### src/rtl/arbitro_display_7segmentos.sv
// rtl/arbitro_display_7segmentos.sv - round-robin arbiter sharing the 7-segment display between two sources
//
// Purpose: grants the 4-digit display to source A or B, holding each owner
// for at least P_TIEMPO_MIN cycles and pre-empting it after P_TIEMPO_MAX
// cycles when the other source is waiting. Ties from idle alternate.
//
// Ports:
//   i_Reloj            system clock, rising edge
//   i_Reset            asynchronous reset, active low
//   i_Sol_A / i_Sol_B  display requests
//   i_Datos_A/B        16-bit digit buses, [3:0] = digit 0 ... [15:12] = digit 3
//   o_Conc_A/B         grants (decoded from the state register, never both 1)
//   o_Datos_0..3       registered digit nibbles for the display controller
//   o_Apagar           1 = display blank (no owner)
//   o_Fuente           last/current owner, 0 = A, 1 = B

module arbitro_display_7segmentos #(
    parameter int P_TIEMPO_MIN = 4,
    parameter int P_TIEMPO_MAX = 16
) (
    input  logic        i_Reloj,
    input  logic        i_Reset,
    input  logic        i_Sol_A,
    input  logic [15:0] i_Datos_A,
    input  logic        i_Sol_B,
    input  logic [15:0] i_Datos_B,
    output logic        o_Conc_A,
    output logic        o_Conc_B,
    output logic [3:0]  o_Datos_0,
    output logic [3:0]  o_Datos_1,
    output logic [3:0]  o_Datos_2,
    output logic [3:0]  o_Datos_3,
    output logic        o_Apagar,
    output logic        o_Fuente
);

    localparam int CW = $clog2(P_TIEMPO_MAX + 1);
    localparam logic [CW-1:0] CNT_MIN = CW'(P_TIEMPO_MIN - 1);
    localparam logic [CW-1:0] CNT_MAX = CW'(P_TIEMPO_MAX - 1);

    typedef enum logic [1:0] {
        REPOSO   = 2'd0,
        SERVIR_A = 2'd1,
        SERVIR_B = 2'd2
    } estado_t;

    estado_t       state;
    estado_t       state_next;
    logic [CW-1:0] cnt;
    logic [CW-1:0] cnt_next;
    logic [15:0]   datos;
    logic [15:0]   datos_next;
    logic          apagar;
    logic          apagar_next;
    logic          fuente;
    logic          fuente_next;

    always_ff @(posedge i_Reloj or negedge i_Reset) begin
        if (!i_Reset) begin
            state  <= REPOSO;
            cnt    <= '0;
            datos  <= '0;
            apagar <= 1'b1;
            fuente <= 1'b1;   // makes A win the first tie after reset
        end else begin
            state  <= state_next;
            cnt    <= cnt_next;
            datos  <= datos_next;
            apagar <= apagar_next;
            fuente <= fuente_next;
        end
    end

    always_comb begin
        state_next  = state;
        cnt_next    = cnt;
        datos_next  = datos;
        fuente_next = fuente;

        // Next-state selection
        case (state)
            REPOSO: begin
                if (i_Sol_A && !i_Sol_B)
                    state_next = SERVIR_A;
                else if (!i_Sol_A && i_Sol_B)
                    state_next = SERVIR_B;
                else if (i_Sol_A && i_Sol_B)
                    state_next = fuente ? SERVIR_A : SERVIR_B;
            end
            SERVIR_A: begin
                // Below the minimum hold time nothing can move the owner.
                if (cnt >= CNT_MIN) begin
                    if (i_Sol_B && (!i_Sol_A || cnt >= CNT_MAX))
                        state_next = SERVIR_B;
                    else if (!i_Sol_A && !i_Sol_B)
                        state_next = REPOSO;
                end
            end
            SERVIR_B: begin
                if (cnt >= CNT_MIN) begin
                    if (i_Sol_A && (!i_Sol_B || cnt >= CNT_MAX))
                        state_next = SERVIR_A;
                    else if (!i_Sol_B && !i_Sol_A)
                        state_next = REPOSO;
                end
            end
            default: state_next = REPOSO;
        endcase

        // Counter, data and owner bookkeeping
        if (state_next != state) begin
            cnt_next = '0;
            case (state_next)
                SERVIR_A: begin
                    datos_next  = i_Datos_A;
                    fuente_next = 1'b0;
                end
                SERVIR_B: begin
                    datos_next  = i_Datos_B;
                    fuente_next = 1'b1;
                end
                default: datos_next = '0;
            endcase
        end else if (state == SERVIR_A) begin
            if (cnt != CNT_MAX)
                cnt_next = cnt + CW'(1);
            // Live update only while the owner still requests; the
            // minimum-time tail keeps the last value shown.
            if (i_Sol_A)
                datos_next = i_Datos_A;
        end else if (state == SERVIR_B) begin
            if (cnt != CNT_MAX)
                cnt_next = cnt + CW'(1);
            if (i_Sol_B)
                datos_next = i_Datos_B;
        end

        apagar_next = (state_next == REPOSO);
    end

    assign o_Conc_A  = (state == SERVIR_A);
    assign o_Conc_B  = (state == SERVIR_B);
    assign o_Datos_0 = datos[3:0];
    assign o_Datos_1 = datos[7:4];
    assign o_Datos_2 = datos[11:8];
    assign o_Datos_3 = datos[15:12];
    assign o_Apagar  = apagar;
    assign o_Fuente  = fuente;

endmodule

### config.mk
export PLATFORM = sky130hd
export DESIGN_NAME = arbitro_display_7segmentos
export DESIGN_NICKNAME = d
export VERILOG_FILES = /design/src/rtl/arbitro_display_7segmentos.sv
export SDC_FILE = /design/constraint.sdc
export NUM_CORES = 1
export LEC_CHECK = 0
export CELL_PAD_IN_SITES_DETAIL_PLACEMENT = 1
export CELL_PAD_IN_SITES_GLOBAL_PLACEMENT = 1
export CORE_UTILIZATION = 39
export DETAILED_ROUTE_END_ITERATION = 6
export MAX_ROUTING_LAYER = met4
export PLACE_DENSITY_LB_ADDON = 0.1
export SETUP_SLACK_MARGIN = 0.3
export SYNTH_ARGS = -nofsm -noshare
export SYNTH_HDL_FRONTEND = slang
export SYNTH_SLANG_ARGS = --single-unit
### constraint.sdc
create_clock -name i_Reloj -period 5 [get_ports i_Reloj]
set_clock_uncertainty 0.05 [all_clocks]
set_input_delay 0.5 -clock i_Reloj [delete_from_list [all_inputs] [get_ports i_Reloj]]
set_output_delay 0.5 -clock i_Reloj [all_outputs]
set_load 0.01 [all_outputs]
After elaboration in Yosys (flattened, before gate mapping)
Cells that the tools add are included.
- bits in registers: 25
- bits in latches: 0
- RAM bits: 0
- bits in read-only memories: 0
- word-level logic and storage cells: 53
- memories kept: 0
- add/subtract/negate cells: 1
- multipliers: 0
- div/mod/pow operators: 0
- magnitude comparators: 2
- equality and inequality tests: 7
- shift operators: 0
- muxes and demuxes: 21
- bitwise logic cells: 0
- reduce and logical (&&, ||, !) cells: 17
- operator list (operator ; count):
    16-bit two-way mux ; 5
    16-bit one-hot mux with 2 select lines ; 1
    5-bit two-way mux ; 4
    2-bit two-way mux ; 9
    1-bit logical AND ; 6
    2-bit one-hot mux with 3 select lines ; 1
    3-bit nonzero test ; 2
    5-bit by 1-bit adder with 5-bit output, second input constant ; 1
    5-bit by 2-bit greater-or-equal comparator with 1-bit output, second input constant ; 1
    5-bit by 4-bit greater-or-equal comparator with 1-bit output, second input constant ; 1
    5-bit by 4-bit inequality test with 1-bit output, second input constant ; 1
    2-bit by 1-bit == test with 1-bit output, second input constant ; 2
    2-bit == test, second input constant ; 2
    2-bit logical NOT ; 2
    3-bit by 2-bit inequality test with 1-bit output, second input constant ; 1
    3-bit AND reduction ; 1
    1-bit logical NOT ; 2
    1-bit logical OR ; 2
    2-bit inequality test ; 1
    1-bit one-hot mux with 2 select lines ; 1
    2-bit AND reduction ; 1
    2-bit nonzero test ; 1

Logic depth before layout (Yosys ltp)
- word-level depth: 9
- mapped depth: 14
- mapped depth without buffers: 12

Worst setup path before layout
Ideal clock, no wire load.
- path kind: reg-to-reg
- start point: register cnt[0]
- end point: register fuente (netlist: o_Fuente)
- setup time: 85 ps
- arrival: 3128 ps
- required time: 4865 ps
- slack: 1737 ps
- stages on the path, launching flop included: 11
- path buffers: 0
- period minus slack after synthesis: 3263 ps
- cells stage by stage: dfrtp_1 > ha_1 > or4_4 > or2_4 > o221a_1 > a21oi_1 > inv_1 > ha_1 > or4b_2 > o211ai_1 > o22ai_1
- cells in the longest elaborated chain, start to end: 9
- elaborated cells between the ends (all ways): 17
- classes of those cells: 2 x order compare; 3 x eq/ne; 6 x mux; 6 x reduce/logical
- ends and longest elaborated chain (element ; RTL line ; RTL):
    start: declaration ; 49 ; logic [CW-1:0] cnt;
    start signal: assignment ; 67 ; cnt <= cnt_next;
    5-bit by 4-bit greater-or-equal comparator with 1-bit output ; 93, 101 ;
    1-bit logical OR (on tied branches) ; 101, 93 ;
    1-bit logical AND (on tied branches) ; 101, 93 ;
    2-bit two-way mux (on tied branches) ; 101, 93 ;
    2-bit two-way mux (on tied branches) ; 100, 92 ;
    2-bit one-hot mux with 3 select lines (*) ; 81 ; case (state)
    named net state_next[1] ; 48 ; estado_t state_next;
    2-bit == test or 2-bit by 1-bit == test with 1-bit output (tied branches) ; 113 ; case (state_next)
    2-bit nonzero test (no line) ; - ;
    2-bit AND reduction (no line) ; - ;
    end signal: assignment ; 70 ; fuente <= fuente_next;
    end: declaration ; 55 ; logic fuente;
Mark *: on every way through the listed nets, which the timed path passes. The rest lies on a longest branch.
A chain may end at the register's enable or synchronous reset.

Final worst setup path
Same ends and word-level chain as after synthesis.

==> impl_metrics.env <==
export IMPL_fill_cells=557
export IMPL_drt_iter0_drc=54
export IMPL_place_congestion=0.826
export IMPL_powerDensity_mw_per_mm2=614
export IMPL_crit_slowest_cell="or4b_2"
export IMPL_start_util_pct=41.1
export IMPL_swShare_pct=47.4
export IMPL_outcome="completed"
export IMPL_hold_violations=0
export IMPL_die_height_um=73.0
export IMPL_ant_nets=0
export IMPL_syn_inst=213
export IMPL_antenna_found_initial=0
export IMPL_routed_via_count=1775
export IMPL_post_route_drc_count=0
export IMPL_cap_violations=0
export IMPL_die_x_um=73.0
export IMPL_slew_viol_final=0
export IMPL_clkSinkCount=25
export IMPL_path_class="reg -> reg"
export IMPL_post_cts_setup_buffers=0
export IMPL_grt_pass1_wl_um=8740
export IMPL_post_route_util_pct=54.2
export IMPL_synthesis_area_mm2=0.00197
export IMPL_syn_avg_cell_area_um2=9.24
export IMPL_ys_warn_count=0
export IMPL_yosysSeqAreaShare_pct=31.9
export IMPL_worst_slack_ns=1.42
export IMPL_leakagePower_nw=1.07
export IMPL_cts_inserted_buffers=3
export IMPL_gr_usage_met3_pct=2.76
export IMPL_layout_nets=307
export IMPL_r2r_start="cnt[0]"
export IMPL_start_kind="register"
export IMPL_routed_wl_um=5210
export IMPL_htreeDepth=1
export IMPL_holdCritPathClass="reg -> reg"
export IMPL_synth_seq_cells=25
export IMPL_cp_cell_sequence="ha_1, or4_4, or2_4, o221a_1, a21oi_1, inv_1, ha_1, or4b_2, o211ai_1, o22ai_1"
export IMPL_grt_busiest_layer="met2"
export IMPL_vias_per_cell=5.43
export IMPL_pre_cts_ws_ns=1.42
export IMPL_core_rowCount=25
export IMPL_core_mm2=0.00479
export IMPL_post_dp_hpwl_um=3820
export IMPL_fin_tns_setup_ns=0
export IMPL_worstRegToRegCells=10
export IMPL_post_route_min_period_ns=3.58
export IMPL_crit_path_end_kind="register"
export IMPL_finalCritPeriodShare_pct=71.5
export IMPL_hold_path_depth=2
export IMPL_drive_gt1_share_pct=8.85
export IMPL_fmax_mhz=280
export IMPL_total_power_mw=1.59
export IMPL_reg2reg_slack_ns=1.42
export IMPL_cp_max_fo=5
export IMPL_cpMostUsedCell="ha_1"
export IMPL_synth_cell_types=46
export IMPL_grt_start_max_net_pins=33
export IMPL_die_area_mm2=0.00533
export IMPL_setup_viol=0
export IMPL_cts_buffer_depth=2
export IMPL_grt_overflow=0
export IMPL_p_switching_mw=0.755
export IMPL_insertion_delay_ns=0.27
export IMPL_clk_pin_slew_worst_paths_ns=0.09
export IMPL_grtUsageMet2_pct=37.7
export IMPL_path_buf_inv=1
export IMPL_syn_to_final_growth_pct=31.9
export IMPL_port_buffers=55
export IMPL_num_antenna_cells=0
export IMPL_r2r_end="o_Fuente"
export IMPL_post_drt_wl_per_cell_um=15.9
export IMPL_ir_drop_uv=335
export IMPL_seqPwrFrac_pct=20.3
export IMPL_worst_ep_required_time_ns=5.15
export IMPL_firstDrtPassIters=4
export IMPL_tightest_slew_ns=1.09
export IMPL_grt_usage_pct=21.9
export IMPL_worstPathArrival_ns=3.72
export IMPL_grtUsageMet1_pct=26.6
export IMPL_io_pins=56
export IMPL_cp_top_family="simple AND/OR/NAND/NOR gates"
export IMPL_intPower_mw=0.837
export IMPL_cts_repair_resized=0
export IMPL_synth_fp_nets=259
export IMPL_pwr_share_clk_pct=7.9
export IMPL_critPathMaxStageDelay_ns=0.59
export IMPL_maxSlewHeadroom_pct=27.0
export IMPL_grt_pass1_vias=1855
export IMPL_clockRootBuffer="clkbuf_8"
export IMPL_hold_start="o_Fuente"
export IMPL_combPwrFrac_pct=71.9
export IMPL_cts_tree="done"
export IMPL_cts_hold_buf=0
export IMPL_min_to="o_Fuente"
export IMPL_rsz0062_at_grt="no"
[per-stage QoR]
stage / hold slack [ns] / std cells / area [µm²]
2_1_floorplan: 0.154 / 213 / 1970
3_3_place_gp: 0.486 / 323 / 2550
3_5_place_dp: 0.478 / 323 / 2550
4_1_cts: 0.495 / 327 / 2590
5_1_grt: 0.528 / 327 / 2590
6_report: 0.490 / 327 / 2590
[cells by family after synthesis]
kind of cell	synth area share (%)
muxes	19.2
and+or+nand+nor	15.6
adders and majority gates	6.36
DFF	31.9
xor gates and xnor gates	1.34
buffers and inverters	5.66
AOI/OAI and AO/OA	19.9
[layout make-up]
cell class              instances  area (µm²)  area share (%)
clock buffers                   3        41.3            1.59
clock inverters                 1        7.51           0.289
inverters                       5        18.8           0.723
multi-input cells             167        1230            47.6
flip-flops and latches         25         628            24.2
well taps                      67        83.8            3.23
repair buffers                 59         581            22.4
[tightest hold or removal path, stage by stage, from the launching register on]
cell and delay, ns:
dfstp_2 0.40, o211ai_1 0.08, o22ai_1 0.07
[flip-flops by register name (all words and copies together) (netlist names)]
signal,flops
o_Fuente,1
o_Apagar,1
datos,16
cnt,5
state,2
[synth_stat cells, drive strengths merged]
| master | n | area, µm² |
|---|---|---|
| a21boi | 3 | 22.5 |
| mux2 | 3 | 37.5 |
| xor2 | 2 | 17.5 |
| xnor2 | 1 | 8.76 |
| a31oi | 1 | 6.26 |
| or4 | 1 | 11.3 |
| clkbuf | 9 | 33.8 |
| nand2 | 25 | 93.8 |
| dfrtp | 23 | 576 |
| o32a | 1 | 11.3 |
| and3 | 1 | 6.26 |
| or2 | 2 | 15.0 |
| buf | 7 | 58.8 |
| and2 | 1 | 7.51 |
| dfstp | 2 | 52.6 |
| o211a | 1 | 10.0 |
| nor4 | 4 | 25.0 |
| o21a | 1 | 7.51 |
| o21ai | 3 | 15.0 |
| o211ai | 1 | 7.51 |
| nand4 | 2 | 12.5 |
| o221a | 2 | 22.5 |
| a22o | 16 | 140 |
| ha | 10 | 125 |
| nand3 | 4 | 20.0 |
| a21oi | 18 | 90.1 |
| o21bai | 2 | 15.0 |
| a211oi | 1 | 12.5 |
| inv | 5 | 18.8 |
| a41oi | 1 | 8.76 |
| nor2 | 18 | 67.6 |
| nor3 | 1 | 10.0 |
| or4b | 2 | 20.0 |
| o311ai | 1 | 16.3 |
| nand2b | 1 | 6.26 |
| nor2b | 2 | 12.5 |
| o22ai | 1 | 6.26 |
| mux2i | 34 | 340 |
[cells in the final DEF, fill, tap and decap left out, drive strengths merged, types with 5 or more instances in the layout]
cell type,synthesis,routed
clkdlybuf4s50,0,55
nand2,25,25
a21oi,18,18
nor2,18,18
a22o,16,16
dfrtp,23,23
mux2i,34,34
inv,5,5
ha,10,10
[metal layers]
| metal | up-vias | share of wire [%] | wire length, µm |
|---|---|---|---|
| li1 | 871 | - | - |
| met1 | 855 | 45 | 2330 |
| met2 | 39 | 51 | 2640 |
| met3 | 10 | 2.7 | 140 |
| met4 | 0 | 1.9 | 97 |
| met5 | - | 0 | 0 |
[power groups by stage]
stage | clock network [mW] | registers [mW] | logic, mW
floorplan | 0 | 0.323 | 0.870
global placement | 0 | 0.324 | 1.13
detailed placement | 0 | 0.326 | 1.16
CTS | 0.130 | 0.323 | 1.16
global route | 0.136 | 0.331 | 1.26
finish | 0.125 | 0.323 | 1.14
[worst max path at each step]
stage               startpoint       end  slack, ns  cells past startpoint
global route            cnt[0]  o_Fuente       1.26                     10
CTS                     cnt[0]  datos[3]       1.44                     11
floorplan               cnt[0]  o_Fuente       1.74                     10
global placement        cnt[0]  o_Fuente       1.51                     10
finish                  cnt[0]  o_Fuente       1.42                     10
detailed placement     i_Sol_B  datos[3]       1.42                      9
(Power assumes the default switching activity.)
